<file path="config.mk">
export PLATFORM = sky130hd
export DESIGN_NAME = zjh_vote_sampler
export DESIGN_NICKNAME = d
export VERILOG_FILES = /design/src/rtl/zjh_vote_sampler.sv
export SDC_FILE = /design/constraint.sdc
export NUM_CORES = 1
export LEC_CHECK = 0
export ABC_AREA = 1
export CAP_MARGIN = 5
export CORE_MARGIN = 3
export CORE_UTILIZATION = 49
export CTS_CLUSTER_DIAMETER = 100
export DETAILED_ROUTE_END_ITERATION = 10
export PLACE_DENSITY = 0.84
export SLEW_MARGIN = 20
export SYNTH_ARGS = -nofsm -noshare
export SYNTH_HDL_FRONTEND = slang
export SYNTH_SLANG_ARGS = --single-unit
</file>
<file path="constraint.sdc">
create_clock -name clk -period 1.4 [get_ports clk]
set_input_delay 0.35 -clock clk [delete_from_list [all_inputs] [get_ports clk]]
set_output_delay 0.35 -clock clk [all_outputs]
set_load 0.01 [all_outputs]
</file>
<file path="src/rtl/zjh_vote_sampler.sv">
// Voting-session front end for the three-input majority voter.
// Each raw key is synchronised and debounced. A timed session then latches
// one sticky vote per voter and strobes votes_valid when the votes are final.
module zjh_vote_sampler #(
  parameter int unsigned DEB_CYCLES = 4,
  parameter int unsigned WIN_CYCLES = 16
) (
  input  logic       clk,
  input  logic       rst,
  input  logic       start,
  input  logic       key_a,
  input  logic       key_b,
  input  logic       key_c,
  output logic       vote_a,
  output logic       vote_b,
  output logic       vote_c,
  output logic       votes_valid,
  output logic       busy,
  output logic [1:0] voted_cnt
);

  localparam int unsigned DebW = $clog2(DEB_CYCLES + 1);
  localparam int unsigned WinW = $clog2(WIN_CYCLES);
  localparam logic [DebW-1:0] DebLast = DebW'(DEB_CYCLES - 1);
  localparam logic [WinW-1:0] WinLast = WinW'(WIN_CYCLES - 1);

  typedef enum logic [1:0] {
    StIdle    = 2'd0,
    StCollect = 2'd1,
    StDone    = 2'd2
  } state_e;

  // Bit 0 = voter A, bit 1 = voter B, bit 2 = voter C throughout.
  logic [2:0]            key_raw;
  logic [2:0]            k_s1_q, k_s2_q;
  logic [2:0]            deb_lvl_q, deb_lvl_d;
  logic [2:0]            deb_lvl_prev_q;
  logic [2:0][DebW-1:0]  deb_cnt_q, deb_cnt_d;
  logic [2:0]            press;

  state_e                state_q, state_d;
  logic [2:0]            votes_q, votes_d;
  logic [1:0]            voted_cnt_q, voted_cnt_d;
  logic [WinW-1:0]       win_cnt_q, win_cnt_d;
  logic                  busy_q, busy_d;
  logic                  votes_valid_q, votes_valid_d;

  assign key_raw = {key_c, key_b, key_a};

  // One-cycle rising edge of each debounced level.
  assign press = deb_lvl_q & ~deb_lvl_prev_q;

  // Debounce next state: a level change is accepted only after DEB_CYCLES
  // consecutive synced samples disagree with the current level.
  always_comb begin
    for (int i = 0; i < 3; i++) begin
      deb_lvl_d[i] = deb_lvl_q[i];
      deb_cnt_d[i] = '0;
      if (k_s2_q[i] != deb_lvl_q[i]) begin
        if (deb_cnt_q[i] == DebLast) begin
          deb_lvl_d[i] = k_s2_q[i];
        end else begin
          deb_cnt_d[i] = deb_cnt_q[i] + DebW'(1);
        end
      end
    end
  end

  // Synchroniser, debounce and edge-detect registers; run in every FSM state.
  always_ff @(posedge clk) begin
    if (rst) begin
      k_s1_q         <= '0;
      k_s2_q         <= '0;
      deb_lvl_q      <= '0;
      deb_lvl_prev_q <= '0;
      deb_cnt_q      <= '0;
    end else begin
      k_s1_q         <= key_raw;
      k_s2_q         <= k_s1_q;
      deb_lvl_q      <= deb_lvl_d;
      deb_lvl_prev_q <= deb_lvl_q;
      deb_cnt_q      <= deb_cnt_d;
    end
  end

  // Session FSM next state; presses only count while collecting.
  always_comb begin
    state_d       = state_q;
    votes_d       = votes_q;
    voted_cnt_d   = voted_cnt_q;
    win_cnt_d     = win_cnt_q;
    busy_d        = 1'b0;
    votes_valid_d = 1'b0;
    unique case (state_q)
      StIdle: begin
        if (start) begin
          state_d     = StCollect;
          votes_d     = '0;
          voted_cnt_d = '0;
          win_cnt_d   = '0;
        end
      end
      StCollect: begin
        votes_d     = votes_q | press;
        voted_cnt_d = 2'(votes_d[0]) + 2'(votes_d[1]) + 2'(votes_d[2]);
        // Window end or unanimous early exit; the counter stops before it could wrap.
        if ((win_cnt_q == WinLast) || (&votes_d)) begin
          state_d = StDone;
        end else begin
          win_cnt_d = win_cnt_q + WinW'(1);
        end
      end
      StDone: begin
        state_d = StIdle;
      end
      default: begin
        state_d = StIdle;
      end
    endcase
    busy_d        = (state_d == StCollect);
    votes_valid_d = (state_d == StDone);
  end

  // Session FSM state and registered outputs.
  always_ff @(posedge clk) begin
    if (rst) begin
      state_q       <= StIdle;
      votes_q       <= '0;
      voted_cnt_q   <= '0;
      win_cnt_q     <= '0;
      busy_q        <= 1'b0;
      votes_valid_q <= 1'b0;
    end else begin
      state_q       <= state_d;
      votes_q       <= votes_d;
      voted_cnt_q   <= voted_cnt_d;
      win_cnt_q     <= win_cnt_d;
      busy_q        <= busy_d;
      votes_valid_q <= votes_valid_d;
    end
  end

  assign vote_a      = votes_q[0];
  assign vote_b      = votes_q[1];
  assign vote_c      = votes_q[2];
  assign voted_cnt   = voted_cnt_q;
  assign busy        = busy_q;
  assign votes_valid = votes_valid_q;

endmodule

</file>
* Word-level counts from Yosys, hierarchy flattened
Cells that the tools add are included.
** Cells by class
- Add/sub/neg operators :: 6
- Eq/ne operators :: 12
- Multiplexer cells :: 10
- Bitwise operators :: 6
- Reduce and logical (&&, ||, !) cells :: 12
** Operators by type and width (count)
- $add A3 B1 Y3 const B :: 3
- $eq A3 B2 Y1 const B :: 3
- $reduce_or A3 Y1 :: 3
- $mux W4 :: 2
- $pmux W2 S2 :: 2
- $pmux W4 S2 :: 1
- $reduce_and A2 Y1 :: 4
- $mux W2 :: 3
- $pmux W3 S2 :: 1
- $reduce_and A3 Y1 :: 2
- $add A4 B1 Y4 const B :: 1
- $eq A2 B1 Y1 const B :: 2
- $eq A4 B4 Y1 const B :: 1
- $ne A2 B2 Y1 const B :: 2
- $and A3 B3 Y3 :: 1
- $mux W3 :: 1
- $ne A1 B1 Y1 :: 3
- $not A1 Y1 :: 3
- $not A3 Y3 :: 1
- $or A3 B3 Y3 :: 1
- $add A1 B1 Y2 :: 1
- $add A2 B1 Y2 :: 1
- $eq A2 B2 Y1 const B :: 1
- $logic_not A2 Y1 :: 1
- other kinds (2) :: 2
** Storage, ports and cells
- Bits in registers :: 34
- Bits of input ports :: 6

* Depth between registers and ports, before layout
Gate-level depths: netlist (run 1).
- Word-level depth :: 8
- Mapped depth :: 9

* Worst setup path after synthesis (run 1)
Ideal clock, no wire load.
- Kind :: reg2reg
- Start point :: register votes_q[0]
- End point :: register voted_cnt_q[0] (netlist: voted_cnt[0])
- Setup time :: 0.071 ns
- Data arrival time :: 1.445 ns
- Required time :: 1.329 ns
- Path slack :: -0.116 ns
- Cell stages (with the launch flop) :: 7
- Buffers on the path :: 0
- Period minus slack after synthesis :: 1.516 ns
- Path through :: dfxtp_1 > inv_1 > nand2_2 > inv_1 > fa_1 > or2_2 > a21oi_1
** On the way
- Cells in the longest elaborated chain, start to end :: 4
** RTL lines
- start, declared :: line 42 : logic [2:0] votes_q, votes_d;
- start signal, assigned :: line 135 : votes_q <= votes_d;
- $or A3 B3 Y3 :: line 104 : votes_d = votes_q | press;
- $add A1 B1 Y2 :: line 105 : voted_cnt_d = 2'(votes_d[0]) + 2'(votes_d[1]) + 2'(votes_d[2]);
- $add A2 B1 Y2 :: line 105
- $pmux W2 S2 :: line 94 : unique case (state_q)
- end signal, assigned :: line 136 : voted_cnt_q <= voted_cnt_d;
- end, declared :: line 43 : logic [1:0] voted_cnt_q, voted_cnt_d;
Every way passes these cells.
A chain may end at the register's enable or synchronous reset.

* Worst setup path after layout (run 1)
- Start point :: register deb_lvl_prev_q[1]
- End point :: register voted_cnt_q[0] (netlist: voted_cnt[0])
** On the way
- Cells in the longest elaborated chain, start to end :: 6
** RTL lines
- start, declared :: line 37 : logic [2:0] deb_lvl_prev_q;
- start signal, assigned :: line 81 : deb_lvl_prev_q <= deb_lvl_q;
- $not A3 Y3 :: line 51 : assign press = deb_lvl_q & ~deb_lvl_prev_q;
- $and A3 B3 Y3 :: line 51
- $or A3 B3 Y3 :: line 104
- $add A1 B1 Y2 :: line 105
- $add A2 B1 Y2 :: line 105
- $pmux W2 S2 :: line 94
Every way passes these cells.

==> impl_metrics.toml, run 1 <==
[worst_setup_path]
timing.critical_path.from_type = "flop"
worst_path_max_delay_cell = "sky130_fd_sc_hd__fa_2"
critical_path.max_fanout = 2
crit_path_cell_trace = "inv_1 > nand2_1 > nand2_4 > inv_1 > fa_2 > or2_4 > a21oi_2"
worstPathBufferInverterCount = 2
cp_top_family = "adder cells"
critical-path-top-cell-by-count = "sky130_fd_sc_hd__inv_1"
timing.setup.critical_path_class = "flop to flop"
critical_path_required_ps = 1670
worst_setup_path_end_kind = "flop"
worst_path_largest_cell_delay_ps = 440
timing.critical_path.arrival_ps = 1700

[place]
gp_congestion = 0.731
detailed_place.area_sq_um = 1580
dp.final_hpwl_mm = 1.74
place.port_buffers = 12

[synthesis]
leading_cell_types_by_total_area_after_synthesis = "sky130_fd_sc_hd__dfxtp_1, sky130_fd_sc_hd__inv_1, sky130_fd_sc_hd__ha_1, sky130_fd_sc_hd__nor2_1, sky130_fd_sc_hd__a21oi_1"
number_of_instances_in_the_synthesized_netlist = 156
yosys_warnings = 0
syn_area_sq_um = 1360
synthDominantCellAreaShare_pct = 50.2
yosys_register_bits = 34
synth_fp_nets = 170
synth_cell_types = 23
synth_largest_area_cell = "sky130_fd_sc_hd__dfxtp_1"
synth_sequential_area_ratio_pct = 50.2
post_synth.cell_area_avg_sq_um = 8.69

[route]
antenna_left = 0
drt_first_pass_iters = 4
drt_iter0_drc = 37
vias_per_cell = 4.86
wl_per_cell_um = 10.8
final_wl_mm = 2.31
drt_drc_violations_left = 0
vias_post_dr = 1041

[global_routing]
globalRoute.totalOverflow = 0
globalRouteTotalUtil_pct = 16.8
first_global_vias = 1051
grt_pass1_wl_mm = 4.26
grt_max_degree = 12
grt_antenna_before_repair = 0

[clock_tree]
clock_sinks = 34
clock_tree.htree_level_count = 2
cts-root-buf = "sky130_fd_sc_hd__clkbuf_4"
cts.hold.buffers_added = 0
path_clk_slew_ps = 100
worst_skew_pair.late_latency_ps = 340
max-clock-path-buffers = 2
cts_tree = "built"
numCtsBuffers = 5

[sta]
post-route-period-util_pct = 102
grt_setup_unrepaired = "true"
fin_crit_ps = 1420
worst_slew_pin_slew_ps = 288
clock.fmax_ghz = 0.702
worst_slack_ps = -24.5
setup-violations-final = 1
timing.hold.ws_ps = 412
hold_viol_final = 0
drv_slew = 0
worst_clock_skew_ps = 9.82
remaining_max_slew_budget_at_the_tightest_pin_pct = 80.7

[die]
initial_core_util_pct = 53.3
core-area_sq_um = 2540
die_width_um = 58.6
die_height_um = 58.6
num_io_pins = 13
fp.dieArea_sq_um = 3440
placementRows = 18

[hold_path]
hold_path.class = "flop to flop"

[power_and_ir_drop]
vdd_drop_max_mv = 0.825
power_leakage_uw = 0.000722
power_per_cell_area_nw_per_um2 = 1030
report.power.total_uw = 1700

[status]
status = "complete, but fails checks"
violations = "negative setup slack"

[job]
maxCapViolCount = 0

[finish]
antenna-diode-count = 0
drive_gt1_share_pct = 26.6
area_growth_syn_to_layout_pct = 22.0
finalInstanceArea_sq_um = 1660
finalNetCount = 197
==> per-stage QoR <==
stage / util [%] / setup TNS, ps / worst slack [ps] / instances
finish: 65.0 / -24.5 / -24.5 / 214
global route: 65.0 / -82.5 / -82.5 / 214
CTS: 65.1 / -33.9 / -33.9 / 214
detailed placement: 62.2 / -769 / -114 / 205
global placement: 62.2 / -222 / -56.4 / 205
floorplan: - / 0 / 14.2 / 156
==> final cells by class <==
cell class	count	area (sq um)
inverters	33	124
repair buffers	22	183
clock inverters	2	12.5
fillers	219	890
flip-flops and latches	34	688
clock buffers	6	51.3
multi-input cells	87	559
well taps	30	37.5
==> routing by layer <==
| layer | GRT usage, % | part of all wire [%] | up-vias |
|---|---|---|---|
| met5 | 0 | 0 | - |
| met4 | 10.0 | 2.3 | 0 |
| met3 | 6.58 | 5.0 | 8 |
| met2 | 29.7 | 50 | 26 |
| met1 | 16.6 | 42 | 463 |
| li1 | - | - | 544 |
==> report_power, final <==
part | leakage, uW | total [uW] | internal [uW] | switching [uW]
combinational | 0.000409 | 118 | 51.9 | 66.6
clock | 0.0000343 | 575 | 241 | 333
sequential | 0.000279 | 1010 | 989 | 16.4
==> layout by cell type (no fill, tap or decap), types with 2 or more instances in the layout <==
cell type / synthesis / routed
sky130_fd_sc_hd__nand3_1: 3 / 3
sky130_fd_sc_hd__a211oi_1: 2 / 2
sky130_fd_sc_hd__nand2_1: 10 / 10
sky130_fd_sc_hd__clkdlybuf4s50_1: 0 / 5
sky130_fd_sc_hd__nand2_2: 6 / 6
sky130_fd_sc_hd__a21oi_2: 1 / 3
sky130_fd_sc_hd__inv_1: 31 / 28
sky130_fd_sc_hd__o21ai_0: 3 / 3
sky130_fd_sc_hd__clkbuf_4: 0 / 5
sky130_fd_sc_hd__nand2_4: 3 / 3
sky130_fd_sc_hd__nor3_1: 4 / 4
sky130_fd_sc_hd__buf_4: 0 / 10
sky130_fd_sc_hd__nand4_1: 2 / 2
sky130_fd_sc_hd__ha_1: 7 / 7
sky130_fd_sc_hd__dlygate4sd2_1: 0 / 6
sky130_fd_sc_hd__o211ai_1: 3 / 3
sky130_fd_sc_hd__inv_2: 1 / 5
sky130_fd_sc_hd__dfxtp_1: 34 / 28
sky130_fd_sc_hd__nor2_1: 21 / 21
sky130_fd_sc_hd__nand3_4: 2 / 2
sky130_fd_sc_hd__a21oi_1: 15 / 13
sky130_fd_sc_hd__dfxtp_2: 0 / 6
sky130_fd_sc_hd__or2_4: 1 / 3
==> registers in the layout (all words and copies together), names as in the netlist <==
register,count
busy,1
deb_cnt_q,9
deb_lvl_prev_q,3
deb_lvl_q,3
k_s1_q,3
k_s2_q,3
state_q,2
voted_cnt,2
votes_q,3
votes_valid,1
win_cnt_q,4
==> worst register-to-register path, stage by stage, from the launching register on <==
cell	delay [ps]
sky130_fd_sc_hd__dfxtp_1	320
sky130_fd_sc_hd__inv_1	30
sky130_fd_sc_hd__nand2_1	90
sky130_fd_sc_hd__nand2_4	50
sky130_fd_sc_hd__inv_1	90
sky130_fd_sc_hd__fa_2	440
sky130_fd_sc_hd__or2_4	240
sky130_fd_sc_hd__a21oi_2	100
==> Yosys cell counts <==
cell                        n
sky130_fd_sc_hd__nand3_4    2
sky130_fd_sc_hd__clkinv_1   1
sky130_fd_sc_hd__a21oi_2    1
sky130_fd_sc_hd__nand2_4    3
sky130_fd_sc_hd__ha_1       7
sky130_fd_sc_hd__nor2_1    21
sky130_fd_sc_hd__fa_1       1
sky130_fd_sc_hd__or2_4      1
sky130_fd_sc_hd__clkbuf_1   2
sky130_fd_sc_hd__o21ai_0    3
sky130_fd_sc_hd__inv_1     31
sky130_fd_sc_hd__nor3_1     4
sky130_fd_sc_hd__a211oi_1   2
sky130_fd_sc_hd__nand2_2    6
sky130_fd_sc_hd__o211ai_1   3
sky130_fd_sc_hd__nand4_1    2
sky130_fd_sc_hd__a21oi_1   15
sky130_fd_sc_hd__or2_2      2
sky130_fd_sc_hd__a31o_2     1
sky130_fd_sc_hd__nand2_1   10
sky130_fd_sc_hd__dfxtp_1   34
sky130_fd_sc_hd__nand3_1    3
sky130_fd_sc_hd__inv_2      1
==> worst paths after layout <==
| kind | cells after the start | from | slack [ps] | to |
|---|---|---|---|---|
| worst min-delay path | 2 | k_s1_q[2]$_SDFF_PP0_ | 410 | k_s2_q[2]$_SDFF_PP0_ |
| worst max-delay path | 7 | deb_lvl_prev_q[1]$_SDFF_PP0_ | -20 | voted_cnt[0]$_SDFFE_PP0P_ |
| worst max register to register | 7 | deb_lvl_prev_q[1]$_SDFF_PP0_ | -20 | voted_cnt[0]$_SDFFE_PP0P_ |
| worst min register to register | 2 | k_s1_q[2]$_SDFF_PP0_ | 410 | k_s2_q[2]$_SDFF_PP0_ |
==> cells by family after synthesis <==
group	count (synthesis)	share of synthesized area (%)
flip-flops	34	50.2
AND/OR/NAND/NOR	54	21.5
adder cells (fa/ha/maj)	8	7.93
buffers and inverters	35	9.69
AO/OA/AOI/OAI	25	10.7
==> repair_timing <==
item / CTS / global route
buffers inserted: 1 / 0
pin swaps: 4 / 0
endpoints found under the setup margin: 9 / 7
gates resized for setup: 12 / 4
hold endpoints to repair: 0 / 0
Power figures use the tool's default switching activity.
==> run 2: changes to the inputs <==
SLEW_MARGIN = default   (was 20)
==> results of run 2 <==
Final layout, timing and power as in run 1 (identical DEF).
==> run 3: changes to the inputs <==
TNS_END_PERCENT = 5   (was default)
==> impl_metrics.toml, run 3 (synthesis gave the netlist of run 1 again) <==
[status]
status = "complete, but fails checks"
violations = "negative setup slack"

[place]
dp_worst_setup_slack_ps = -114
dp.final_hpwl_mm = 1.74
place.port_buffers = 12
placed_cells = 205
detailed_place.area_sq_um = 1580
gp_congestion = 0.731

[clock_tree]
worst_skew_pair.late_latency_ps = 340
cts.hold.buffers_added = 0
path_clk_slew_ps = 100
clock_sinks = 34
max-clock-path-buffers = 2
cts-root-buf = "sky130_fd_sc_hd__clkbuf_4"
numCtsBuffers = 5
cts_tree = "built"
clock_tree.htree_level_count = 2

[finish]
area_growth_syn_to_layout_pct = 22.4
fillerInstances = 215
layout.cells.most_common_list = "sky130_fd_sc_hd__inv_1, sky130_fd_sc_hd__dfxtp_1, sky130_fd_sc_hd__nor2_1"
finalNonFillerCells = 215
antenna-diode-count = 0
drive_gt1_share_pct = 27.0
finalInstanceArea_sq_um = 1660
top_registers = "deb_cnt_q x9, win_cnt_q x4"
finalNetCount = 198
registers.top_by_ff_count = "deb_cnt_q"
number_of_flip_flops_under_the_largest_register_name = 9

[sta]
timing.hold.ws_ps = 412
clock.fmax_ghz = 0.693
hold_viol_final = 0
remaining_max_slew_budget_at_the_tightest_pin_pct = 80.8
grt_setup_unrepaired = "true"
worst_slew_pin_slew_ps = 287
fin_crit_ps = 1440
setup-violations-final = 1
worst_clock_skew_ps = 8.31
worst_slack_ps = -43.4
drv_slew = 0
post-route-period-util_pct = 103

[route]
vias_per_cell = 4.93
wl_met2_mm = 1.15
total_length_of_routed_met3_wires_um = 145
met1_length_um = 969
drt_drc_violations_left = 0
drt_first_pass_iters = 5
antenna_left = 0
wl_per_cell_um = 10.8
drt_iter0_drc = 24
routed.top_layer = "met4"
final_wl_mm = 2.33
vias_post_dr = 1061

[die]
die_width_um = 58.6
placementRows = 18
die_height_um = 58.6
fp.dieArea_sq_um = 3440
num_io_pins = 13
initial_core_util_pct = 53.3
core-area_sq_um = 2540

[power_and_ir_drop]
report.power.total_uw = 1700
power_per_cell_area_nw_per_um2 = 1020
vdd_drop_max_mv = 0.826
power_leakage_uw = 0.000725

[global_routing]
grt_max_degree = 12
first_global_vias = 1026
grt_pass1_wl_mm = 4.18
globalRouteTotalUtil_pct = 16.6
globalRoute.totalOverflow = 0
grt_antenna_before_repair = 0

[hold_path]
hold_path.class = "flop to flop"

[worst_setup_path]
worst_case_register_to_register_setup_slack_ps = -40
critical_path_required_ps = 1670
critical_path.max_fanout = 2
timing.critical_path.from_type = "flop"
worst_setup_path_end_kind = "flop"
timing.critical_path.arrival_ps = 1720
timing.setup.critical_path_class = "flop to flop"

[job]
maxCapViolCount = 0
==> run 3: cell count changes in the layout (fill, tap and decap cells not counted), sizes merged <==
cell | previous run | this run
buf | 10 | 11
==> run 3: per-stage QoR <==
step / utilization [%] / TNS (ps)
after global routing: 65.2 / -155
after detailed placement: 62.2 / -769
after CTS: 64.4 / -108
final: 65.2 / -43.4
after floorplan: - / 0
after global placement: 62.2 / -222
==> run 3: per-layer routing <==
| layer | vias to the layer above | track usage, % |
|---|---|---|
| met1 | 464 | 16.6 |
| li1 | 545 | - |
| met4 | 0 | 10.0 |
| met3 | 12 | 6.58 |
| met5 | - | 0 |
| met2 | 40 | 28.7 |
==> run 3: worst paths after layout <==
check,depth (start not counted),to,startpoint
max reg2reg,7,voted_cnt[0]$_SDFFE_PP0P_,deb_lvl_prev_q[1]$_SDFF_PP0_
min reg2reg,2,k_s2_q[2]$_SDFF_PP0_,k_s1_q[2]$_SDFF_PP0_
min,2,k_s2_q[2]$_SDFF_PP0_,k_s1_q[2]$_SDFF_PP0_
max,7,voted_cnt[0]$_SDFFE_PP0P_,deb_lvl_prev_q[1]$_SDFF_PP0_
==> run 3: cell type report <==
class,count,area (sq um),area share [%]
clock buffer,6,51.3,3.09
sequential,34,688,41.4
inverter,33,124,7.46
timing repair buffer,23,190,11.5
multi-input combinational,87,557,33.5
tap,30,37.5,2.26
clock inverter,2,12.5,0.754
==> run 3: critical path, cell delays in order, from the launching register on <==
cell and delay [ps]:
sky130_fd_sc_hd__dfxtp_1 320, sky130_fd_sc_hd__inv_1 30, sky130_fd_sc_hd__nand2_1 90, sky130_fd_sc_hd__nand2_4 50, sky130_fd_sc_hd__inv_1 90, sky130_fd_sc_hd__fa_2 450
sky130_fd_sc_hd__or2_4 240, sky130_fd_sc_hd__a21oi_2 120
==> run 3: where the power goes <==
group | internal [uW] | total (uW) | switching [uW] | leakage (uW)
sequential | 989 | 1010 | 16.3 | 0.000279
combinational | 52.0 | 120 | 67.8 | 0.000411
clock | 241 | 574 | 333 | 0.0000343
total | 1280 | 1700 | 417 | 0.000725
==> run 3: timing repair <==
action,in CTS,in global routing
hold endpoints to repair,0,0
pin swaps,1,4
gates cloned,0,0
gates resized for setup,9,6
buffers inserted,0,2
setup endpoints to repair,9,8
